--- src/rtl/pulse_divider_bank.sv ---
// Bank of CHANNELS programmable pulse_clock dividers with a valid/ready divisor port.
// Define DIVIDER_SYNC_EN to add the sync_in port that realigns all running channels.
module pulse_divider_bank #(
    parameter int CHANNELS  = 4,
    parameter int CNT_W     = 16,
    parameter int RESET_DIV = 10,
    localparam int CH_W     = (CHANNELS > 1) ? $clog2(CHANNELS) : 1
) (
    input  logic                pulse_clock,
    input  logic                external_reset,
`ifdef DIVIDER_SYNC_EN
    input  logic                sync_in,
`endif
    input  logic [CHANNELS-1:0] enable,
    input  logic                cfg_valid,
    output logic                cfg_ready,
    input  logic [CH_W-1:0]     cfg_channel,
    input  logic [CNT_W-1:0]    cfg_divisor,
    output logic                cfg_err,
    output logic [CHANNELS-1:0] divided_clock,
    output logic [CHANNELS-1:0] tick
);

    localparam int              PAD_W    = 1 << CH_W;
    localparam logic [CH_W:0]   CH_LIMIT = (CH_W + 1)'(CHANNELS);
    localparam logic [CNT_W-1:0] RESET_N = CNT_W'(RESET_DIV);

    typedef enum logic {
        IDLE = 1'b0,
        RUN  = 1'b1
    } state_e;

    state_e             state_q  [CHANNELS];
    state_e             state_d  [CHANNELS];
    logic [CNT_W-1:0]   cnt_q    [CHANNELS];
    logic [CNT_W-1:0]   cnt_d    [CHANNELS];
    logic [CNT_W-1:0]   div_q    [CHANNELS];
    logic [CNT_W-1:0]   div_d    [CHANNELS];
    logic [CNT_W-1:0]   shadow_q [CHANNELS];
    logic [CNT_W-1:0]   shadow_d [CHANNELS];
    logic [CHANNELS-1:0] pending_q, pending_d;
    logic [CHANNELS-1:0] dclk_q, dclk_d;
    logic [CHANNELS-1:0] tick_q, tick_d;
    logic [CHANNELS-1:0] load_zero, apply;
    logic               cfg_err_q, cfg_err_d;
    logic [PAD_W-1:0]   pending_pad;
    logic               cfg_oob;
    logic               cfg_accept;
    logic               sync_w;

    // Divisors below 2 cannot produce a toggling output, so they are promoted to 2.
    function automatic logic [CNT_W-1:0] clamp_divisor(input logic [CNT_W-1:0] d);
        return (d < CNT_W'(2)) ? CNT_W'(2) : d;
    endfunction

`ifdef DIVIDER_SYNC_EN
    assign sync_w = sync_in;
`else
    assign sync_w = 1'b0;
`endif

    // Padding lets non-power-of-two banks index pending with any cfg_channel value.
    assign pending_pad = PAD_W'(pending_q);
    assign cfg_oob     = ({1'b0, cfg_channel} >= CH_LIMIT);
    assign cfg_ready   = cfg_oob | ~pending_pad[cfg_channel];
    assign cfg_accept  = cfg_valid & cfg_ready;

    always_ff @(posedge pulse_clock) begin
        if (external_reset) begin
            for (int i = 0; i < CHANNELS; i++) begin
                state_q[i] <= IDLE;
                cnt_q[i]   <= '0;
                div_q[i]   <= RESET_N;
            end
            pending_q <= '0;
            dclk_q    <= '0;
            tick_q    <= '0;
            cfg_err_q <= 1'b0;
        end else begin
            for (int i = 0; i < CHANNELS; i++) begin
                state_q[i] <= state_d[i];
                cnt_q[i]   <= cnt_d[i];
                div_q[i]   <= div_d[i];
            end
            pending_q <= pending_d;
            dclk_q    <= dclk_d;
            tick_q    <= tick_d;
            cfg_err_q <= cfg_err_d;
        end
    end

    // Shadow contents are only meaningful while pending is set, so they carry no reset.
    always_ff @(posedge pulse_clock) begin
        for (int i = 0; i < CHANNELS; i++) begin
            shadow_q[i] <= shadow_d[i];
        end
    end

    always_comb begin
        for (int i = 0; i < CHANNELS; i++) begin
            state_d[i] = enable[i] ? RUN : IDLE;
        end
    end

    always_comb begin
        pending_d = pending_q;
        dclk_d    = '0;
        tick_d    = '0;
        load_zero = '0;
        apply     = '0;
        cfg_err_d = cfg_accept & cfg_oob;
        for (int i = 0; i < CHANNELS; i++) begin
            cnt_d[i]    = '0;
            div_d[i]    = div_q[i];
            shadow_d[i] = shadow_q[i];

            if (state_d[i] == RUN) begin
                load_zero[i] = (state_q[i] == IDLE) || sync_w || (cnt_q[i] == div_q[i] - CNT_W'(1));
            end
            // Idle channels adopt a pending divisor immediately; running ones only at a wrap.
            apply[i] = pending_q[i] & ((state_d[i] == IDLE) | load_zero[i]);
            if (apply[i]) begin
                div_d[i]     = shadow_q[i];
                pending_d[i] = 1'b0;
            end

            if (state_d[i] == RUN) begin
                cnt_d[i]  = load_zero[i] ? '0 : cnt_q[i] + CNT_W'(1);
                tick_d[i] = load_zero[i];
                dclk_d[i] = (cnt_d[i] < (div_d[i] >> 1));
            end

            // Acceptance requires pending clear, so it never collides with an apply.
            if (cfg_accept && !cfg_oob && (cfg_channel == CH_W'(i))) begin
                shadow_d[i]  = clamp_divisor(cfg_divisor);
                pending_d[i] = 1'b1;
            end
        end
    end

    assign divided_clock = dclk_q;
    assign tick          = tick_q;
    assign cfg_err       = cfg_err_q;

endmodule
--- config.mk ---
export PLATFORM = sky130hd
export DESIGN_NAME = pulse_divider_bank
export DESIGN_NICKNAME = d
export VERILOG_FILES = /design/src/rtl/pulse_divider_bank.sv
export SDC_FILE = /design/constraint.sdc
export NUM_CORES = 1
export LEC_CHECK = 0
export ABC_AREA = 1
export BUFFER_PORTS_ARGS = -buffer_cell sky130_fd_sc_hd__buf_4
export CAP_MARGIN = 10
export CORE_ASPECT_RATIO = 2
export CORE_UTILIZATION = 40
export CTS_CLUSTER_DIAMETER = 80
export DETAILED_ROUTE_END_ITERATION = 6
export GPL_TIMING_DRIVEN = 0
export SYNTH_ARGS = -nofsm -noshare
export SYNTH_HDL_FRONTEND = slang
export SYNTH_SLANG_ARGS = --single-unit
--- constraint.sdc ---
create_clock -name pulse_clock -period 3.87 [get_ports pulse_clock]
set_input_delay 0.387 -clock pulse_clock [delete_from_list [all_inputs] [get_ports pulse_clock]]
set_output_delay 0.387 -clock pulse_clock [all_outputs]
set_load 0.01 [all_outputs]
# After elaboration in Yosys (flattened, before gate mapping)
# Memories as Yosys holds them, arrays and structs flattened.
# Cells that the tools add are included.
# op_classes
add_sub_neg	8
n_lt_le_gt_ge	6
n_eq_ne	7
n_mux	50
bitwise_logic	30
reduce_logical	17
# op_table
cell	count
16-bit 2-to-1 mux	25
16-bit by 1-bit adder with 16-bit output (second input constant)	4
16-bit equality test	4
16-bit by 15-bit < comparator with 1-bit output	4
16-bit by 1-bit subtractor with 16-bit output (second input constant)	4
1-bit 2-to-1 mux	24
16-bit by 2-bit < comparator with 1-bit output (second input constant)	1
1-bit bitwise OR	16
1-bit inverter	9
2-bit nonzero test	4
2-bit OR reduction	4
1-bit bitwise AND	5
2-bit equality test (second input constant)	2
1-bit logical AND	4
1-bit logical OR	4
2-bit by 3-bit < comparator with 1-bit output (second input constant)	1
1-bit binary-select mux with 2-bit select	1
2-bit by 1-bit equality test with 1-bit output (second input constant)	1
2-bit zero test	1
# totals
reg_bits	12
mem_bits_rw	196
input_bits	25
out_inout_bits	10
memories	4
# mem_list
memory	depth	word_bits	rd	rd_ports_with_merged_regs	wr	line_no	text
cnt_q	4	16	4	0	4	35	logic [CNT_W-1:0] cnt_q [CHANNELS];
div_q	4	16	4	0	4	37	logic [CNT_W-1:0] div_q [CHANNELS];
shadow_q	4	16	4	0	4	39	logic [CNT_W-1:0] shadow_q [CHANNELS];
state_q	4	1	4	0	4	33	state_e state_q [CHANNELS];

# Depth between registers and ports, before layout
# An unclocked memory read counts as a cell.
# logic_depth
depth_word	9
ltp_mapped	26
ltp_nobuf	24

# Worst setup path after synthesis
# No wires, ideal clock.
# synth_timing
path_kind	reg-to-reg
from	memory div_q[2][0], in the netlist div_q[0][32]
to	register dclk_q[2], in the netlist divided_clock[2]
setup_time_ns	0.070
arrival_ns	2.737
required_time_ns	3.800
path_slack_ns	1.063
path_stages_with_launch	24
path_buffers	2
cell_sequence	dfxtp_1 > inv_1 > ha_1 > nand3_2 > nor2_2 > nand3b_1 > nand2_1 > inv_1 > nor2_1 > nand2_1 > nor2_1 > nand2_1 > nand2_1 > nand2_1 > inv_1 > buf_2 > buf_2 > nor2_1 > ha_1 > a21oi_1 > nor2_1 > a211oi_1 > nand2_1 > a21oi_1
# synth_lines
item	line_no	text
start, declared	37	
end signal, assigned	86	dclk_q <= dclk_d;
end, declared	42	logic [CHANNELS-1:0] dclk_q, dclk_d;

==> run_results.csv <==
group,metric,value,unit
floorplanning,die_area,30900,um2
critical_path,critical_path_class,"flip-flop to flip-flop",
cts,clock_path_buffers,3,
synthesis,synth_cells,1621,
synthesis,synthMuxAreaShare,0.0191,
run_status,violations,"design-rule violations",
cells_and_area,drive_above_1_share,0.103,
global_routing,grt_pass1_vias,10200,
critical_path,setup.worst_path.start,"div_q[0][32]$_SDFFE_PP0P_",
routing,drc,3,
power_and_ir_drop,powerDensity,376,nW/um2
global_routing,grt_first_pass_wirelength,51400,um
routing,wl,32500,um
critical_path,crit_path_end_kind,"flip-flop",
cts,cts_hold_buf,0,
global_routing,track_usage,0.215,
floorplanning,design.portCount,35,
floorplanning,die_w,125,um
cts,htreeDepth,1,
hold_path,min_from,"external_reset",
place,dp.final_hpwl,25900,um
critical_path,r2r_start,"div_q[0][32]$_SDFFE_PP0P_",
synthesis,synthSimpleGateAreaFrac,0.325,
synthesis,synth_xor_xnor_area_share,0.0558,
floorplanning,coreArea,29600,um2
synthesis,syn_avg_cell_area,7.45,um2
critical_path,crit_arrival,4.08,ns
sta,setup_viol,0,
sta,fmax,0.275,GHz
cts,path_clk_slew,0.07,ns
sta,period_needed,3.63,ns
sta,min_period_over_period,0.939,
cts,clkLatencyLatePin,0.52,ns
global_routing,antenna_found_initial,0,
cells_and_area,layout_common_cells,"396 x nand2_1, 231 x nor2_1, 200 x inv_1",
synthesis,syn_area,12100,um2
power_and_ir_drop,p_leak,6.42,nW
routing,drt.antenna.violating_nets,0,
sta,relSlewSlack,0.438,
routing,routedWlPerCell,15.8,um
sta,slew_violations,0,
floorplanning,start_util,0.408,
sta,tightest_slew,0.838,ns
critical_path,crit_fanout,10,
cells_and_area,diodes,0,
synthesis,synth_nets,1710,
critical_path,critical_path_required,4.32,ns
flow_run,drv_cap,0,
routing,vias,10200,
place,gp_congestion,0.936,
sta,hold_violations,0,
power_and_ir_drop,ir_drop,0.000351,V
global_routing,overflow,0,
synthesis,ys_ff_latch,208,
synthesis,synth_cell_types,43,
global_routing,grt_start_max_net_pins,17,
sta,fin_ws,0.238,ns
cts,cts.sinks,208,
synthesis,synth_top_family_by_area,"simple AND/OR/NAND/NOR gates",
routing,viasPerCell,4.97,
synthesis,ys.flop_type,"dfxtp_1",
cts,cts_buffers,22,
synthesis,yosysSeqAreaShare,0.398,
synthesis,synth_compound_area_frac,0.0517,
synthesis,synthAdderAreaFrac,0.0663,
place,pre_cts_slack,0.224,ns
sta,rsz0062_at_grt,"no",
cells_and_area,mostFrequentLayoutCell,"nand2_1",
cells_and_area,syn_to_final_growth,12.7,%
sta,tns,0,ns
routing,drt_iter0_markers,495,
run_status,run_status,"finished, violations left",
cells_and_area,fin_nets,1769,
cts,cts_tree,"built",
critical_path,cp-start-kind,"flip-flop",
synthesis,synth-edff-count,64,
sta,skew,0.00889,ns
power_and_ir_drop,p_total,5.12,mW
hold_path,hold_class,"primary input to flip-flop",
cts,root_buffer,"clkbuf_16",
routing,dr.pass1.iters,7,
floorplanning,rows,89,
synthesis,async_flop_share,0,
synthesis,yosys_warnings,0,
place,portBuffers,33,
floorplanning,die_y,248,um
-- cell families (layout without fill, tap and decap cells) --
| logic type | count (synthesis) | after routing |
|---|---|---|
| XOR/XNOR | 77 | 77 |
| adder cells (fa/ha/maj) | 64 | 64 |
| buffers and inverters | 261 | 336 |
| multiplexers | 23 | 23 |
| flip-flops | 208 | 208 |
| other | 1 | 1 |
| AND/OR/NAND/NOR | 870 | 870 |
| AO/OA/AOI/OAI | 117 | 117 |
-- report_power, final --
group / leakage, nW / total (mW) / internal, mW / switching (mW)
logic: 4.30 / 0.477 / 0.162 / 0.316
registers: 1.75 / 2.34 / 2.30 / 0.0414
clock network: 0.378 / 2.30 / 1.36 / 0.942
total: 6.42 / 5.12 / 3.82 / 1.30
-- repair_timing --
item                       CTS  global route
setup endpoints to repair    0             2
setup buffers                0             0
gates resized for setup      0             3
-- flip-flops by register name, summed over array words and instances, names as in the netlist --
register,cells
cnt_q,64
div_q,64
divided_clock,4
pending_pad,4
shadow_q,64
state_q,4
tick,4
-- cell usage after synthesis (4+ instances only) --
cell type,count,area share
dfxtp_1,144,0.24
nand4_1,18,0.0093
nor2_2,21,0.011
edfxtp_1,64,0.16
nor2_4,10,0.0093
a21oi_1,40,0.017
o21ai_1,14,0.0058
nand3_2,8,0.0066
nor2_1,231,0.072
xor2_1,43,0.031
clkbuf_1,25,0.0078
buf_2,13,0.0054
nand3b_1,24,0.015
clkinv_1,4,0.0012
ha_1,64,0.066
mux2i_1,23,0.019
inv_2,15,0.0047
o21bai_1,4,0.0025
xnor2_1,34,0.025
nor4_1,20,0.010
nand2_2,13,0.0067
nand3_1,67,0.028
o21ai_0,49,0.020
inv_1,200,0.062
nand2_1,396,0.12
a211oi_1,5,0.0031
nand2_4,5,0.0047
nor3_1,42,0.017
nor3_2,5,0.0041
-- critical path: stages (launching register included) --
cell and delay [ns]:
dfxtp_1 0.31, inv_1 0.16, ha_1 0.23, nand3_2 0.15
nor2_2 0.20, nand2_1 0.07, nand2_1 0.06, nand2_1 0.05
inv_1 0.05, nor2_1 0.04, nand2_1 0.05, nor2_1 0.05
nand2_1 0.08, nand2_1 0.06, nand2_1 0.17, inv_1 0.09
buf_2 0.19, buf_2 0.21, nor3_1 0.44, ha_1 0.35
nand2_1 0.09, nor2_1 0.05, a211oi_1 0.19, o21ai_1 0.09
a21oi_1 0.13
-- through the flow --
step                 util  instances  hold slack (ns)  cell area [um2]
floorplan               -       1621            0.455            12100
global placement    0.431       2018            0.493            12800
detailed placement  0.433       2020            0.491            12800
CTS                 0.459       2060           0.0506            13600
global route        0.459       2060           0.0683            13600
finish              0.459       2060           0.0832            13600
-- cell type report --
| cell class | count | area [um2] |
|---|---|---|
| multi-input combinational | 1152 | 6280 |
| clock buffer | 24 | 578 |
| fill | 2972 | 16000 |
| timing repair buffer | 35 | 270 |
| clock inverter | 16 | 205 |
| buffer | 42 | 193 |
| inverter | 219 | 822 |
| tap | 364 | 455 |
| sequential | 208 | 4800 |
-- path summary, 6_finish.rpt --
check | end | slack (ns) | depth (start not counted)
min reg2reg | div_q[0][3]$_SDFF_PP1_ | 0.51 | 2
max | divided_clock[2]$_SDFF_PP0_ | 0.24 | 24
max reg2reg | divided_clock[2]$_SDFF_PP0_ | 0.24 | 24
min | state_q[0][2]$_SDFF_PP0_ | 0.08 | 2
-- routing by layer --
layer	up-vias	track usage	share of wire
met4	0	0.123	0.054
met5	-	0	0
met2	192	0.441	0.56
met1	4675	0.205	0.36
li1	5288	-	-
met3	84	0.0192	0.026
Note: power is estimated with default switching activity, not from simulation.
